[config.mk]
export PLATFORM = sky130hd
export DESIGN_NAME = dma_rd_arb_flat
export DESIGN_NICKNAME = d
export VERILOG_FILES = /design/src/rtl/dma_rd_arb_if.sv /design/src/rtl/dma_rd_arb.sv /design/src/flat_wrapper.sv
export SDC_FILE = /design/constraint.sdc
export NUM_CORES = 1
export LEC_CHECK = 0
export BUFFER_PORTS_ARGS = -buffer_cell sky130_fd_sc_hd__buf_2
export CAP_MARGIN = 20
export CORE_MARGIN = 2
export CORE_UTILIZATION = 54
export CTS_CLUSTER_DIAMETER = 120
export DETAILED_ROUTE_END_ITERATION = 10
export GPL_ROUTABILITY_DRIVEN = 0
export PLACE_DENSITY_LB_ADDON = 0.25
export SYNTH_ARGS = -nofsm -noshare
export SYNTH_HDL_FRONTEND = slang
export SYNTH_SLANG_ARGS = --single-unit
[constraint.sdc]
create_clock -name sys_clk -period 8.06 [get_ports sys_clk]
set_clock_uncertainty 0.2 [all_clocks]
set_input_delay 0.403 -clock sys_clk [delete_from_list [all_inputs] [get_ports sys_clk]]
set_output_delay 0.403 -clock sys_clk [all_outputs]
set_load 0.005 [all_outputs]
[src/rtl/dma_rd_arb_if.sv]
// Control handshake between the read arbiter (master) and the shared DMA read engine (slave).
interface dma_rd_arb_if #(
  parameter int ADDR_WDTH = 32,
  parameter int LEN_WDTH  = 32
);
  logic                 cfg_rsoft_rst;
  logic                 cfg_rstart;
  logic [ADDR_WDTH-1:0] cfg_raddr;
  logic [LEN_WDTH-1:0]  cfg_rlen;
  logic                 cfg_ridle;

  modport master (
    output cfg_rsoft_rst,
    output cfg_rstart,
    output cfg_raddr,
    output cfg_rlen,
    input  cfg_ridle
  );

  modport slave (
    input  cfg_rsoft_rst,
    input  cfg_rstart,
    input  cfg_raddr,
    input  cfg_rlen,
    output cfg_ridle
  );
endinterface

[src/rtl/dma_rd_arb.sv]
// Round-robin arbiter sharing one DMA read engine among NUM_REQ requesters, with
// one queued request per slot, idle-handshake completion and a watchdog timeout.
module dma_rd_arb #(
  parameter int NUM_REQ   = 4,
  parameter int LEN_WDTH  = 32,
  parameter int ADDR_WDTH = 32,
  parameter int TMO_WDTH  = 24
) (
  input  logic                           sys_clk,
  input  logic                           sys_rst_n,
  input  logic                           cfg_rst,
  input  logic [NUM_REQ-1:0]             req_start,
  input  logic [NUM_REQ*ADDR_WDTH-1:0]   req_addr,
  input  logic [NUM_REQ*LEN_WDTH-1:0]    req_len,
  output logic [NUM_REQ-1:0]             req_pend,
  output logic [NUM_REQ-1:0]             req_done,
  output logic [NUM_REQ-1:0]             sts_ovf,
  output logic                           sts_tmo,
  output logic [$clog2(NUM_REQ)-1:0]     sts_gnt_id,
  dma_rd_arb_if.master                   eng
);

  localparam int ID_W = $clog2(NUM_REQ);

  typedef enum logic [2:0] {
    ST_IDLE,
    ST_ISSUE,
    ST_WBUSY,
    ST_WDONE,
    ST_DONE
  } state_t;

  state_t               state_q;
  logic [NUM_REQ-1:0]   pend_q;
  logic [NUM_REQ-1:0]   done_q;
  logic [NUM_REQ-1:0]   ovf_q;
  logic                 tmo_q;
  logic [ID_W-1:0]      gnt_q;
  logic [ID_W-1:0]      ptr_q;
  logic                 rstart_q;
  logic                 tmo_pls_q;
  logic [ADDR_WDTH-1:0] raddr_q;
  logic [LEN_WDTH-1:0]  rlen_q;
  logic [TMO_WDTH-1:0]  tmo_cnt_q;

  logic [ADDR_WDTH-1:0] addr_q [NUM_REQ];
  logic [LEN_WDTH-1:0]  len_q  [NUM_REQ];

  logic                 tmo_hit;
  logic                 fin;
  logic [NUM_REQ-1:0]   clr;
  logic [NUM_REQ-1:0]   acc;
  logic [NUM_REQ-1:0]   ovf_set;
  logic                 gnt_found;
  logic [ID_W-1:0]      gnt_sel;
  logic [ID_W-1:0]      ptr_nxt;
  logic [ID_W:0]        idx_w;

  // A finishing slot is released before new starts are judged, so a start
  // coinciding with its own completion is accepted rather than flagged.
  always_comb begin
    tmo_hit = ((state_q == ST_WBUSY) || (state_q == ST_WDONE)) && (tmo_cnt_q == '1);
    fin     = tmo_hit || (state_q == ST_DONE) ||
              ((state_q == ST_ISSUE) && (rlen_q == '0));
    clr     = '0;
    if (fin) clr[gnt_q] = 1'b1;
    acc     = req_start & ~(pend_q & ~clr);
    ovf_set = req_start & pend_q & ~clr;
  end

  // First pending slot at or after ptr_q, searching upward with wrap.
  always_comb begin
    gnt_found = 1'b0;
    gnt_sel   = '0;
    idx_w     = '0;
    for (int k = 0; k < NUM_REQ; k++) begin
      idx_w = {1'b0, ptr_q} + (ID_W+1)'(k);
      if (idx_w >= (ID_W+1)'(NUM_REQ)) idx_w = idx_w - (ID_W+1)'(NUM_REQ);
      if (!gnt_found && pend_q[idx_w[ID_W-1:0]]) begin
        gnt_found = 1'b1;
        gnt_sel   = idx_w[ID_W-1:0];
      end
    end
    ptr_nxt = (gnt_sel == ID_W'(NUM_REQ-1)) ? '0 : gnt_sel + ID_W'(1);
  end

  always_ff @(posedge sys_clk) begin
    for (int i = 0; i < NUM_REQ; i++) begin
      if (acc[i]) begin
        addr_q[i] <= req_addr[i*ADDR_WDTH +: ADDR_WDTH];
        len_q[i]  <= req_len[i*LEN_WDTH +: LEN_WDTH];
      end
    end
  end

  always_ff @(posedge sys_clk or negedge sys_rst_n) begin
    if (!sys_rst_n) begin
      state_q   <= ST_IDLE;
      pend_q    <= '0;
      done_q    <= '0;
      ovf_q     <= '0;
      tmo_q     <= 1'b0;
      gnt_q     <= '0;
      ptr_q     <= '0;
      rstart_q  <= 1'b0;
      tmo_pls_q <= 1'b0;
      raddr_q   <= '0;
      rlen_q    <= '0;
      tmo_cnt_q <= '0;
    end else if (cfg_rst) begin
      state_q   <= ST_IDLE;
      pend_q    <= '0;
      done_q    <= '0;
      ovf_q     <= '0;
      tmo_q     <= 1'b0;
      gnt_q     <= '0;
      ptr_q     <= '0;
      rstart_q  <= 1'b0;
      tmo_pls_q <= 1'b0;
      raddr_q   <= '0;
      rlen_q    <= '0;
      tmo_cnt_q <= '0;
    end else begin
      pend_q    <= (pend_q & ~clr) | acc;
      ovf_q     <= ovf_q | ovf_set;
      done_q    <= clr;
      tmo_q     <= tmo_q | tmo_hit;
      tmo_pls_q <= tmo_hit;
      rstart_q  <= 1'b0;
      case (state_q)
        ST_IDLE: begin
          if (gnt_found && eng.cfg_ridle) begin
            state_q <= ST_ISSUE;
            gnt_q   <= gnt_sel;
            ptr_q   <= ptr_nxt;
            raddr_q <= addr_q[gnt_sel];
            rlen_q  <= len_q[gnt_sel];
          end
        end
        ST_ISSUE: begin
          if (rlen_q == '0) begin
            state_q <= ST_IDLE;
          end else begin
            rstart_q  <= 1'b1;
            tmo_cnt_q <= '0;
            state_q   <= ST_WBUSY;
          end
        end
        ST_WBUSY: begin
          if (tmo_hit) begin
            state_q <= ST_IDLE;
          end else begin
            tmo_cnt_q <= tmo_cnt_q + TMO_WDTH'(1);
            if (!eng.cfg_ridle) state_q <= ST_WDONE;
          end
        end
        ST_WDONE: begin
          if (tmo_hit) begin
            state_q <= ST_IDLE;
          end else begin
            tmo_cnt_q <= tmo_cnt_q + TMO_WDTH'(1);
            if (eng.cfg_ridle) state_q <= ST_DONE;
          end
        end
        ST_DONE:  state_q <= ST_IDLE;
        default:  state_q <= ST_IDLE;
      endcase
    end
  end

  assign req_pend          = pend_q;
  assign req_done          = done_q;
  assign sts_ovf           = ovf_q;
  assign sts_tmo           = tmo_q;
  assign sts_gnt_id        = gnt_q;
  assign eng.cfg_rstart    = rstart_q;
  assign eng.cfg_raddr     = raddr_q;
  assign eng.cfg_rlen      = rlen_q;
  assign eng.cfg_rsoft_rst = cfg_rst | tmo_pls_q;

endmodule

[src/flat_wrapper.sv]
// flat-port wrapper written by rule: the top's interface ports become plain ports
module dma_rd_arb_flat 
#(
  parameter int NUM_REQ   = 4,
  parameter int LEN_WDTH  = 32,
  parameter int ADDR_WDTH = 32,
  parameter int TMO_WDTH  = 24
)
  (sys_clk, sys_rst_n, cfg_rst, req_start, req_addr, req_len, req_pend, req_done, sts_ovf, sts_tmo, sts_gnt_id, eng_cfg_rsoft_rst, eng_cfg_rstart, eng_cfg_raddr, eng_cfg_rlen, eng_cfg_ridle);
  dma_rd_arb_if #(.ADDR_WDTH(ADDR_WDTH), .LEN_WDTH(LEN_WDTH)) eng_i ();
  input  logic sys_clk;
  input  logic sys_rst_n;
  input  logic cfg_rst;
  input  logic [NUM_REQ-1:0] req_start;
  input  logic [NUM_REQ*ADDR_WDTH-1:0] req_addr;
  input  logic [NUM_REQ*LEN_WDTH-1:0] req_len;
  output logic [NUM_REQ-1:0] req_pend;
  output logic [NUM_REQ-1:0] req_done;
  output logic [NUM_REQ-1:0] sts_ovf;
  output logic sts_tmo;
  output logic [$clog2(NUM_REQ)-1:0] sts_gnt_id;
  output wire logic [$bits(eng_i.cfg_rsoft_rst)-1:0] eng_cfg_rsoft_rst;
  output wire logic [$bits(eng_i.cfg_rstart)-1:0] eng_cfg_rstart;
  output wire logic [$bits(eng_i.cfg_raddr)-1:0] eng_cfg_raddr;
  output wire logic [$bits(eng_i.cfg_rlen)-1:0] eng_cfg_rlen;
  input wire logic [$bits(eng_i.cfg_ridle)-1:0] eng_cfg_ridle;
  assign eng_cfg_rsoft_rst = eng_i.cfg_rsoft_rst;
  assign eng_cfg_rstart = eng_i.cfg_rstart;
  assign eng_cfg_raddr = eng_i.cfg_raddr;
  assign eng_cfg_rlen = eng_i.cfg_rlen;
  assign eng_i.cfg_ridle = eng_cfg_ridle;
  dma_rd_arb #(.NUM_REQ(NUM_REQ), .LEN_WDTH(LEN_WDTH), .ADDR_WDTH(ADDR_WDTH), .TMO_WDTH(TMO_WDTH)) u_core (.sys_clk(sys_clk), .sys_rst_n(sys_rst_n), .cfg_rst(cfg_rst), .req_start(req_start), .req_addr(req_addr), .req_len(req_len), .req_pend(req_pend), .req_done(req_done), .sts_ovf(sts_ovf), .sts_tmo(sts_tmo), .sts_gnt_id(sts_gnt_id), .eng(eng_i));
endmodule
==> run metrics <==
buffer count from post-CTS setup fixing 0; CTS sink cnt 366; Die ar. 0.0284 sq mm; Ports 345; Syn Inst Count 1121; synth warn 0; final net count 1979; Startpoint Class register; Synthesized Nets 1386; Post-synth EDFFs 256; # placed instances 1750; Worst-Margin Slew 0.996 ns; grt total ovfl 0; post-layout util 77.2%; dpl ws 3.67 ns; Core Area 0.0268 sq mm; sequential area share after synthesis 71.4%; Slew HR 33.3%; Worst Reg-to-Reg Cells 7; flop2flop setup slack 3.79 ns; IO Port Bufs 344; CTS root buffer clkbuf_16; Die Ht 169 microns; CP Capture Type register; Initial Util 54.6%; initial antenna violation count 4; post-route minimum period 4.27 ns; layout cells sized above 1 24.9%; post-route ant nets 0; commonest cells after routing, fill and taps aside buf_2 (343), nand2_1 (293), dlygate4sd3_1 (262), edfxtp_1 (256), dfrtp_1 (110); CTS tree done; pin count of the biggest net entering global routing 106; Fmax 0.234 GHz; Most used DFF post-synth edfxtp_1; first-pass iteration count of the detailed router 5; Via Count 12000; DR WL/cell 22.0 microns; DRT iter0 DRCs 1124; Post-Syn Area 0.0146 sq mm; Reg clk slew, reported paths 0.06 ns; WS Path Type reg2reg; r2r startpoint u_core.eng.cfg_rlen[1]$_DFFE_PN0P_; average size of a mapped cell 13.0 sq um; count of non-filler cells in the finished layout 2091; MaxCap Viol Count 0; Total Wirelength 46000 microns; vias per cell 5.74; crit path DAT 4.22 ns; gr usage total 31.5%; LEAKAGE 0.00876 uW; vias in the first global route 12400; Worst VDD drop 0.000167 V; final worst setup slack 3.79 ns; first-pass GRT wire length 68600 microns; flip-flop and latch count after synthesis 366; dpl cell area 0.0167 sq mm; worst hold path type in2async; htree depth 2; Max Buffers Root-to-Sink 3; die width 169 microns; status finished, final reports clean; endpoints failing setup 0; Setup TNS 0 ns; final hold vios 0; final instance area 0.0207 sq mm; HPWL after DPL 25900 microns; Final period util 53.0%; Clk Latency, worst-skew pair 0.53 ns; ys async rst share 30.1%; most common cell after layout, fill and taps aside buf_2; required time of the critical path 8.01 ns; RSZ-0062 raised after global routing no; Worst R2R End u_core.addr_q[2][11]$_DFFE_PP_; Synth cell types 56; Area Overhead vs Synth 41.6%; TritonCTS Buffers 38; CP Max Fanout 40; Remaining DRCs 0; Site Rows 60; P per Cell Area 228 mW/mm^2; final slew viol count 0
==> metrics by stage <==
step | power (uW) | hold slack, ns
after floorplan | 2570 | -0.0926
final | 4730 | 0.217
after global placement | 2810 | 0.181
after global routing | 4880 | 0.245
after detailed placement | 2830 | 0.188
after CTS | 4700 | 0.216
==> metal layers <==
layer | global-route usage [%] | vias to the layer above | wire (microns)
met2 | 53.6 | 701 | 22800
met4 | 15.7 | 0 | 2500
met3 | 6.71 | 165 | 3840
met5 | 0 | - | 0
li1 | - | 5330 | -
met1 | 38.5 | 5815 | 16900
==> state kept, by name, indices dropped and copies added (netlist names) <==
signal and flops:
u_core.addr_q 128, u_core.eng.cfg_raddr 32, u_core.eng.cfg_rlen 32, u_core.eng.cfg_rstart 1, u_core.len_q 128, u_core.ptr_q 2
u_core.req_done 4, u_core.req_pend 4, u_core.state_q 3, u_core.sts_gnt_id 2, u_core.sts_ovf 4, u_core.sts_tmo 1
u_core.tmo_cnt_q 24, u_core.tmo_pls_q 1
==> cells in the mapped netlist, drive strengths merged (4+ instances only) <==
cell | number | area [sq um]
nand2b | 16 | 100
nand2 | 293 | 1100
nor4 | 9 | 56.3
a32o | 64 | 641
a21oi | 5 | 25.0
dfrtp | 110 | 2750
nor2 | 28 | 105
clkbuf | 55 | 206
mux2i | 16 | 160
nor3 | 8 | 40.0
buf | 15 | 83.8
edfxtp | 256 | 7690
o2111ai | 12 | 105
nor2b | 7 | 43.8
o22ai | 7 | 43.8
nand3 | 72 | 360
o21ai | 8 | 43.8
and3 | 11 | 68.8
nand3b | 65 | 488
o211ai | 5 | 47.5
and4 | 4 | 37.5
a22o | 7 | 61.3
inv | 12 | 45.0
==> worst max path at each step <==
stage	end	start
4_1_cts	u_core.len_q[1][12]$_DFFE_PP_	u_core.eng.cfg_rlen[26]$_DFFE_PN0P_
3_3_place_gp	u_core.len_q[1][11]$_DFFE_PP_	u_core.eng.cfg_rlen[26]$_DFFE_PN0P_
2_1_floorplan	u_core.addr_q[0][0]$_DFFE_PP_	u_core.eng.cfg_rlen[26]$_DFFE_PN0P_
6_report	u_core.addr_q[2][11]$_DFFE_PP_	u_core.eng.cfg_rlen[1]$_DFFE_PN0P_
5_1_grt	u_core.addr_q[2][6]$_DFFE_PP_	u_core.eng.cfg_rlen[26]$_DFFE_PN0P_
3_5_place_dp	u_core.len_q[1][12]$_DFFE_PP_	u_core.eng.cfg_rlen[26]$_DFFE_PN0P_
==> critical path, stage by stage (launching register included) <==
cell     delay [ns]
dfrtp_1        0.40
nor4_1         0.39
nand2_1        0.14
or4_1          0.65
o21a_1         0.27
o21a_1         0.35
o22ai_4        0.81
buf_4          0.64
==> power by group <==
group	switching [uW]	leakage (uW)	internal, uW	total (uW)
sequential	67.5	0.00393	2160	2230
clock	731	0.000619	1070	1800
combinational	397	0.00421	305	702
total	1200	0.00876	3530	4730
==> cell type report <==
class | instances | area (sq um)
Tap cell | 341 | 427
Timing Repair Buffer | 623 | 4570
Clock buffer | 52 | 1030
Fill cell | 1536 | 6100
Multi-Input combinational cell | 672 | 3940
Inverter | 13 | 48.8
Antenna cell | 6 | 15.0
Sequential cell | 366 | 10400
Clock inverter | 18 | 233
==> cell families after synthesis <==
logic type               synth area share, %
AO/OA/AOI/OAI                           7.90
XOR/XNOR                              0.0599
buffers and inverters                   2.32
AND/OR/NAND/NOR                         17.1
flip-flops                              71.4
adder cells (fa/ha/maj)               0.0856
multiplexers                            1.10
==> what timing repair did <==
action | 4_1_cts | 5_1_grt
resized for setup | 0 | 0
hold buffers | 262 | 0
endpoints found under the setup margin | 0 | 0
hold endpoints to repair | 295 | 0
Power figures use the tool's default switching activity.
